**config.mk**
```make
export PLATFORM = sky130hd
export DESIGN_NAME = fm_freq_demod
export DESIGN_NICKNAME = d
export VERILOG_FILES = /design/src/rtl/fm_freq_demod.sv
export SDC_FILE = /design/constraint.sdc
export NUM_CORES = 1
export LEC_CHECK = 0
export CAP_MARGIN = 0
export CORE_MARGIN = 5
export CORE_UTILIZATION = 50
export CTS_BUF_LIST = sky130_fd_sc_hd__clkbuf_8
export DETAILED_ROUTE_END_ITERATION = 16
export GPL_ROUTABILITY_DRIVEN = 0
export PLACE_DENSITY_LB_ADDON = 0.1
export SLEW_MARGIN = 20
export SYNTH_ARGS = -nofsm -noshare
export SYNTH_HDL_FRONTEND = slang
export SYNTH_SLANG_ARGS = --single-unit
export TNS_END_PERCENT = 1
```
**constraint.sdc**
```tcl
create_clock -name clk -period 4.5 [get_ports clk]
set_clock_uncertainty 0.05 [all_clocks]
set_input_delay 0.675 -clock clk [delete_from_list [all_inputs] [get_ports clk]]
set_output_delay 0.675 -clock clk [all_outputs]
set_load 0.02 [all_outputs]
```
**src/rtl/fm_freq_demod.sv**
```systemverilog
// Purpose: recovers a distance code from the frequency of a square-wave FM input by summing clk cycles over NUM_PERIODS input periods.
// Latency: period_sum updates 1 cycle and distance/valid 3 cycles after the window-closing rising edge is detected (3 clks after fm_in rises).
// Backpressure: none; results are one-cycle valid pulses, enable low aborts the open window, and loss of input edges raises no_signal.
module fm_freq_demod #(
  parameter int WIDTH         = 13,
  parameter int SUM_WIDTH     = 16,
  parameter int NUM_PERIODS   = 64,
  parameter int PERIOD_AT_MIN = 11034,
  parameter int SCALE_NUM     = 180,
  parameter int SCALE_SHIFT   = 6,
  parameter int MAX_DIST      = 2000,
  parameter int TIMEOUT       = 1024
) (
  input  logic                 clk,
  input  logic                 reset,
  input  logic                 enable,
  input  logic                 fm_in,
  output logic [WIDTH-1:0]     distance,
  output logic [SUM_WIDTH-1:0] period_sum,
  output logic                 valid,
  output logic                 no_signal
);
  localparam int PW  = $clog2(NUM_PERIODS);
  localparam int IW  = $clog2(TIMEOUT + 1);
  localparam int KW  = $clog2(SCALE_NUM + 1) + 1;
  localparam int PRW = SUM_WIDTH + 1 + KW;

  localparam logic [SUM_WIDTH-1:0]  CNT_MAX     = '1;
  localparam logic [SUM_WIDTH-1:0]  SUM_AT_MIN  = SUM_WIDTH'(PERIOD_AT_MIN);
  localparam logic [PW-1:0]         LAST_PERIOD = PW'(NUM_PERIODS - 1);
  localparam logic [IW-1:0]         IDLE_LAST   = IW'(TIMEOUT - 1);
  localparam logic [IW-1:0]         IDLE_MAX    = IW'(TIMEOUT);
  localparam logic signed [PRW-1:0] SCALE_X     = PRW'(SCALE_NUM);
  localparam logic signed [PRW-1:0] DIST_MAX_X  = PRW'(MAX_DIST);

  typedef enum logic {IDLE, MEASURE} state_t;

  state_t                    state_q, state_d;
  logic                      sync1_q, sync2_q, prev_q, rise;
  logic [SUM_WIDTH-1:0]      cnt_q, cnt_d, cnt_inc;
  logic [PW-1:0]             periods_q, periods_d;
  logic [IW-1:0]             idle_cnt_q, idle_cnt_d;
  logic                      win_close, timeout;

  logic                      s1_vld_q, s2_vld_q, diff_pos_q;
  logic signed [SUM_WIDTH:0] diff_d, diff_q;
  logic signed [PRW-1:0]     prod_d, prod_q, dist_shift;
  logic [WIDTH-1:0]          dist_d, distance_q;
  logic [SUM_WIDTH-1:0]      period_sum_q;
  logic                      valid_q, no_signal_q;

  assign rise    = sync2_q & ~prev_q;
  // Saturating increment: a stuck-low input pins the sum at all-ones, which maps to distance 0.
  assign cnt_inc = (cnt_q == CNT_MAX) ? cnt_q : cnt_q + SUM_WIDTH'(1);

  // Two-flop synchronizer plus one history flop for rising-edge detection; runs even when disabled.
  always_ff @(posedge clk or posedge reset) begin
    if (reset) begin
      sync1_q <= 1'b0;
      sync2_q <= 1'b0;
      prev_q  <= 1'b0;
    end else begin
      sync1_q <= fm_in;
      sync2_q <= sync1_q;
      prev_q  <= sync2_q;
    end
  end

  // Window FSM and counters: state, cycle sum, period count and cycles since the last edge.
  always_ff @(posedge clk or posedge reset) begin
    if (reset) begin
      state_q    <= IDLE;
      cnt_q      <= '0;
      periods_q  <= '0;
      idle_cnt_q <= '0;
    end else begin
      state_q    <= state_d;
      cnt_q      <= cnt_d;
      periods_q  <= periods_d;
      idle_cnt_q <= idle_cnt_d;
    end
  end

  // Next state: count cycles across NUM_PERIODS edges; the closing edge also opens the next window.
  always_comb begin
    state_d    = state_q;
    cnt_d      = cnt_q;
    periods_d  = periods_q;
    idle_cnt_d = idle_cnt_q;
    win_close  = 1'b0;
    timeout    = 1'b0;
    if (!enable) begin
      state_d    = IDLE;
      cnt_d      = '0;
      periods_d  = '0;
      idle_cnt_d = '0;
    end else begin
      // An edge in the same cycle as the timeout wins and restarts the idle count.
      if (rise) begin
        idle_cnt_d = '0;
      end else if (idle_cnt_q != IDLE_MAX) begin
        idle_cnt_d = idle_cnt_q + IW'(1);
      end
      timeout = !rise && (idle_cnt_q == IDLE_LAST);
      case (state_q)
        IDLE: begin
          if (rise) begin
            cnt_d     = '0;
            periods_d = '0;
            state_d   = MEASURE;
          end
        end
        MEASURE: begin
          cnt_d = cnt_inc;
          if (rise) begin
            if (periods_q == LAST_PERIOD) begin
              win_close = 1'b1;
              cnt_d     = '0;
              periods_d = '0;
            end else begin
              periods_d = periods_q + PW'(1);
            end
          end else if (timeout) begin
            state_d   = IDLE;
            cnt_d     = '0;
            periods_d = '0;
          end
        end
        default: state_d = IDLE;
      endcase
    end
  end

  assign diff_d     = $signed({1'b0, SUM_AT_MIN}) - $signed({1'b0, cnt_inc});
  assign prod_d     = PRW'(diff_q) * SCALE_X;
  assign dist_shift = prod_q >>> SCALE_SHIFT;

  // Final mapping stage: sums at or above the distance-0 sum give 0, large distances clamp.
  always_comb begin
    dist_d = '0;
    if (diff_pos_q) begin
      if (dist_shift > DIST_MAX_X) begin
        dist_d = WIDTH'(MAX_DIST);
      end else begin
        dist_d = WIDTH'(dist_shift);
      end
    end
  end

  // Mapping pipeline (latch sum/diff, multiply, shift+clamp); it drains even if enable drops.
  always_ff @(posedge clk or posedge reset) begin
    if (reset) begin
      s1_vld_q     <= 1'b0;
      s2_vld_q     <= 1'b0;
      valid_q      <= 1'b0;
      period_sum_q <= '0;
      diff_q       <= '0;
      prod_q       <= '0;
      diff_pos_q   <= 1'b0;
      distance_q   <= '0;
      no_signal_q  <= 1'b1;
    end else begin
      s1_vld_q <= win_close;
      s2_vld_q <= s1_vld_q;
      valid_q  <= s2_vld_q;
      if (win_close) begin
        period_sum_q <= cnt_inc;
        diff_q       <= diff_d;
      end
      if (s1_vld_q) begin
        prod_q     <= prod_d;
        diff_pos_q <= !diff_q[SUM_WIDTH] && (diff_q != '0);
      end
      if (s2_vld_q) begin
        distance_q  <= dist_d;
        no_signal_q <= 1'b0;
      end else if (timeout) begin
        no_signal_q <= 1'b1;
      end
    end
  end

  assign distance   = distance_q;
  assign period_sum = period_sum_q;
  assign valid      = valid_q;
  assign no_signal  = no_signal_q;

endmodule

```
==> results.ini <==
[drt]
drc=0
dr.pass1.iters=5
wl_um=15200
vias_per_cell=5.48
wire_per_inst_um=15.0
ant_nets=0
drtIter0Drc=287
vias=5547

[timing]
hold_viol_final=0
fmax_ghz=0.237
maxSlewHeadroom_pct=46.0
tightest_slew_ns=0.790
fin_crit_sh_pct=93.7
setup_violations=0
drv_slew=0
finalCriticalPeriod_ns=4.22

[floorplan]
num_rows=44
die_x_um=131
die_h_um=131
core_sq_mm=0.0144
initial_core_util_pct=50.8
dieArea_sq_mm=0.0172
io_pins=35

[logic_synthesis]
synth_top_family_by_area=adder cells
synth_seq_cells=107
yosysUniqueCellTypes=62
syn_area_sq_mm=0.00732
synth-xor-area-share_pct=4.07
synth-compound-area-share_pct=17.0
synth-edff-count=0
avgSynthCellArea_sq_um=9.20
synth_fa_ha_area_share_pct=19.5
ys_seq_area_share_pct=36.6
synth-async-reset-ratio_pct=100
ys_warn_count=0
synth-simple-area-share_pct=14.5
synth-main-ff-cell=dfrtp_1
synthMuxAreaShare_pct=1.66
postSynthCellCount=796
synth_nets=896

[worst_setup_path]
end_kind=register
cp-start-kind=register
critical_path_class=reg -> reg
path_max_fanout=6
critical-path-max-stage-delay_ns=0.52
critPathRequiredTime_ns=4.73
critPathArrivalTime_ns=4.45
critical_path.cell_chain=ha_1 -> ha_1 -> inv_1 -> fa_1 -> fa_1 -> inv_1 -> ha_1 -> or2_1 -> o221a_2 -> a22o_1 -> o21ai_2 -> o21ai_2 -> a31oi_2 -> xnor2_1 -> mux2_2
cp_common_cell=ha_1
cp_slowest_cell=fa_1

[cts]
insertion_delay_ns=0.39
cts_buffers=9
ctsHoldBuffers=0
cts.path.max_buffers=2
path_clk_slew_ns=0.11
h-tree-depth=3
root_buffer=clkbuf_8
cts_tree=done
cts.sinks=107

[pwr]
p_leak_uw=0.00379
switching_share_pct=24.0
ir_drop_uv=116
p_clk_share_pct=37.8
p_total_uw=1650
power_frac_comb_pct=3.5
p_int_uw=1260
netSwitchingPower_uw=397
power_frac_seq_pct=58.7
p_per_area_mw_per_mm2=205

[place]
portBuffers=34
dp_hpwl_um=11700
dpl_cell_area_sq_mm=0.00783
dp.cells=996

[global_routing]
grt_pass1_wl_um=25900
first_global_vias=5448
grt_usage_pct=18.7
antenna_found_initial=0
grt-ovfl-total=0
grt_max_degree=52

[run]
maxCapViolations=0

[outcome]
status=finished, final reports clean

[finish]
final_layout_size_suffix_gt1_share_pct=6.39
area_growth_pct=10.4
nNetsFinal=924
final_cells=1013
final_cell_mix=dfrtp_1 (103), inv_1 (100), nand2_1 (90), o21ai_0 (71), ha_1 (66)
final_common_cell=dfrtp_1
diodes=0
finalInstanceArea_sq_mm=0.00808
nFillCells=1296

[min_path]
hp-class=reg -> reg

worst max-delay path: cells and delay by family (launching register included):
family | cells | cell delay, ns
AOI/OAI and AO/OA | 5 | 1.09
xor gates and xnor gates | 1 | 0.09
adders and majority gates | 5 | 1.84
buffers and inverters | 2 | 0.09
DFF | 1 | 0.46
muxes | 1 | 0.26
and+or+nand+nor | 1 | 0.23
sequential cells by signal (all words and copies together), names as in the netlist:
register and cells:
prod_q 20, sync2_q 1, diff_pos_q 1, s1_vld_q 1
prev_q 1, state_q 1, valid 1, distance 13
no_signal 1, sync1_q 1, period_sum 15, s2_vld_q 1
cnt_q 16, diff_q 17, idle_cnt_q 11, periods_q 6
synth_stat cells, types with 5 or more instances:
| library cell | count | area [sq um] |
|---|---|---|
| a211oi_1 | 5 | 37.5 |
| a21o_1 | 11 | 82.6 |
| a21oi_1 | 38 | 190 |
| a22o_1 | 6 | 52.6 |
| a31oi_1 | 7 | 43.8 |
| and2_1 | 5 | 31.3 |
| and3_1 | 15 | 93.8 |
| clkbuf_1 | 18 | 67.6 |
| dfrtp_1 | 106 | 2650 |
| fa_1 | 30 | 601 |
| ha_1 | 66 | 826 |
| inv_1 | 99 | 372 |
| mux2_2 | 9 | 101 |
| nand2_1 | 90 | 338 |
| nand3_1 | 14 | 70.1 |
| nand4_1 | 9 | 56.3 |
| nor2_1 | 37 | 139 |
| nor3_1 | 19 | 95.1 |
| nor4_1 | 8 | 50.1 |
| o211ai_1 | 9 | 67.6 |
| o21ai_0 | 73 | 365 |
| o21ai_1 | 11 | 55.1 |
| o31ai_1 | 7 | 52.6 |
| or3_1 | 10 | 62.6 |
| xnor2_1 | 26 | 228 |
| xor2_1 | 8 | 70.1 |
worst paths after layout:
kind	cells past startpoint	end	slack, ns	from
min in group asynchronous	2	idle_cnt_q[4]	0.66	reset
worst min-delay path	0	sync2_q	0.31	sync1_q
worst max register to register	15	prod_q[22]	0.28	diff_q[3]
worst min register to register	0	sync2_q	0.31	sync1_q
max in group asynchronous	3	distance[4]	2.88	reset
worst max-delay path	15	prod_q[22]	0.28	diff_q[3]
per-stage QoR:
| step | worst slack (ns) | hold slack [ns] | utilization [%] | setup TNS, ns |
|---|---|---|---|---|
| floorplan | 0.457 | 0.281 | - | 0 |
| finish | 0.283 | 0.310 | 56.0 | 0 |
| global placement | 0.183 | 0.282 | 54.3 | 0 |
| detailed placement | 0.139 | 0.285 | 54.3 | 0 |
| CTS | 0.0859 | 0.310 | 55.7 | 0 |
| global route | -0.0108 | 0.316 | 56.0 | -0.0108 |
power groups by stage:
stage | registers [uW] | logic, uW | clock network [uW]
2_1_floorplan | 988 | 42.6 | 0
3_3_place_gp | 989 | 58.9 | 0
3_5_place_dp | 990 | 60.3 | 0
4_1_cts | 971 | 60.5 | 647
5_1_grt | 972 | 67.9 | 689
6_report | 971 | 58.7 | 625
final cells by class:
class                   count  area, sq um  share of cell area [%]
inverters                 100          378                    4.68
well taps                 184          230                    2.85
repair buffers             42          400                    4.96
clock buffers              10          138                    1.70
flip-flops and latches    107         2680                    33.2
clock inverters             6         65.1                   0.805
multi-input cells         564         4190                    51.8
kinds of logic after synthesis:
kind of cell	Yosys count
and+or+nand+nor	224
adders and majority gates	96
AOI/OAI and AO/OA	199
buffers and inverters	125
DFF	107
xor gates and xnor gates	34
muxes	11
layer usage:
metal  GRT usage, %  share of wire [%]  up-vias
met4           7.02                2.1        0
met1           24.9                 47     2646
met3           2.36                2.8       23
li1               -                  -     2793
met2           31.3                 48       85
met5              0                  0        -
what timing repair did:
item,in CTS,in global routing
setup endpoints to repair,0,7
setup buffers,0,1
resized for setup,0,12
(Power assumes the default switching activity.)
==> variant: new RTL, config.mk and constraints unchanged <==
Put one more register stage on the output `period_sum`. The value now appears one clock later. The other outputs are not delayed to match. Comments in the files are not updated.
--- a/src/rtl/fm_freq_demod.sv
+++ b/src/rtl/fm_freq_demod.sv
@@ -181,7 +181,9 @@
   end
 
   assign distance   = distance_q;
-  assign period_sum = period_sum_q;
+  always_ff @(posedge clk) begin
+    period_sum <= period_sum_q;
+  end
   assign valid      = valid_q;
   assign no_signal  = no_signal_q;
 
Behaviour: same outputs for any inputs over 10 cycles, from zero or initial values and one cycle with reset high; that may be too few to reach the edited logic, so the function may still have changed.
==> variant against the original RTL <==
Sequential cell count up 16. Area after synthesis increased by 5.0%. Power increased by 31%. Cell area is 9.4% higher. Combinational power is 8.5% lower. Wire length is 2.0% higher. Worst hold slack worse by 0.0053 ns. Setup slack got worse by 0.10 ns.
==> variant: results (changes against the original RTL) <==
Post-DP HPWL = 11.5 mm (was 11.7 mm)
Global-route total usage across every layer = 0.185 (was 0.187)
DP Worst Slack = -0.0291 ns (was 0.139 ns)
Xor/xnor share of the synthesized area = 0.0557 (was 0.0407)
Antenna Cells = 0 (unchanged)
Leakage = 4.11 nW (was 3.79 nW)
Via count = 5635 (was 5547)
Layout cells sized above 1 = 0.125 (was 0.0639)
Internal power = 1.67 mW (was 1.26 mW)
Worst-Skew Late Latency = 0.45 ns (was 0.39 ns)
Total CTS buffers = 17 (was 9)
Htree depth = 4 (was 3)
Peak VDD IR = 0.168 mV (was 0.116 mV)
Synth Net Count = 899 (was 896)
Post-DP Area = 8290 µm² (was 7830 µm²)
Nets@finish = 949 (was 924)
Endpoint, Worst Hold = sync2_q (unchanged)
Synth area leaders = dfrtp_1 35%, ha_1 11%, fa_1 7.8% (was dfrtp_1 36%, ha_1 11%, fa_1 8.2%)
Crit. Startpoint = diff_q[6] (was diff_q[3])
Yosys Warn Count = 0 (unchanged)
Non-Filler Instances = 1050 (was 1013)
Seq/Total Area, Yosys = 0.390 (was 0.366)
Worst slew margin = 0.287 (was 0.460)
TritonRoute pass-1 iters = 4 (was 5)
First-pass GRT wire length = 27.1 mm (was 25.9 mm)
Detailed Route Iter0 Violations = 295 (was 287)
Post-synth EDFFs = 0 (unchanged)
Class of the worst hold path = reg -> reg (unchanged)
Vias in the first global route = 5768 (was 5448)
Flop pwr share = 0.514 (was 0.587)
# placed instances = 1015 (was 996)
Synth Area in Compound Gates = 0.141 (was 0.170)
R2R depth = 14 (was 15)
Adder-Cell Fraction of Synth Area = 0.186 (was 0.195)
Largest net degree at the start of global routing = 81 (was 52)
Proportion of synthesized area in mux cells = 0.0259 (was 0.0166)
Post-synthesis cell type count = 65 (was 62)
Post-synthesis cell count = 799 (was 796)
CP peak stage delay = 0.57 ns (was 0.52 ns)
Flop-to-flop setup slack = 0.18 ns (was 0.28 ns)
Pwr dens = 245 nW/µm² (was 205 nW/µm²)
Clk buf depth = 2 (unchanged)
Critical path fanouts, max = 5 (was 6)
Clock slew at reported path FFs = 0.08 ns (was 0.11 ns)
Fin crit period = 4.32 ns (was 4.22 ns)
Wire per inst = 14.8 µm (was 15.0 µm)
Antenna violations before repair = 0 (unchanged)
Biggest regs = prod_q x20, diff_q x17 (was prod_q x20, diff_q x17, cnt_q x16)
Worst EP arrival = 4.60 ns (was 4.45 ns)
Outcome = completed (unchanged)
Slowest stage cell, crit path = fa_1 (unchanged)
Hold WS = 0.305 ns (was 0.310 ns)
Ys async rst share = 0.870 (was 1.00)
Post-cts resize count = 4 (was 0)
Capturing point of the worst reg2reg path = prod_q[22] (unchanged)
Port buffer count = 34 (unchanged)
Power Clock = 0.999 mW (was 0.625 mW)
Synth cell count leaders = 106 x dfrtp_1, 90 x inv_1, 81 x nand2_1 (was 106 x dfrtp_1, 99 x inv_1, 90 x nand2_1)
variant: cell count changes in the layout (fill, tap and decap cells not counted), moves of 7 or more:
cell / change
buf_4: +15
clkbuf_8: +11
dfxtp_1: +16
inv_1: -11
nand2_1: -10
nand3_1: +7
nor2_1: +7
xor2_1: +8
variant: worst max-delay path, delay by kind of cell, from the launching register on:
family,cells,cell delay (ns)
and+or+nand+nor,2,0.29
buffers and inverters,2,0.33
adders and majority gates,5,1.96
xor gates and xnor gates,1,0.15
DFF,1,0.39
AOI/OAI and AO/OA,3,0.76
muxes,1,0.26
variant: final cells by class:
class | count | area [µm²]
multi-input cells | 559 | 4330
inverters | 91 | 347
clock inverters | 11 | 120
fillers | 1346 | 6310
flip-flops and latches | 123 | 3000
repair buffers | 57 | 513
clock buffers | 21 | 289
well taps | 188 | 235
variant: metal layers:
layer,vias to the layer above,share of wire,track usage
li1,2842,-,-
met1,2701,0.47,0.245
met2,70,0.49,0.304
met3,22,0.027,0.0390
met4,0,0.017,0.0634
met5,-,0,0
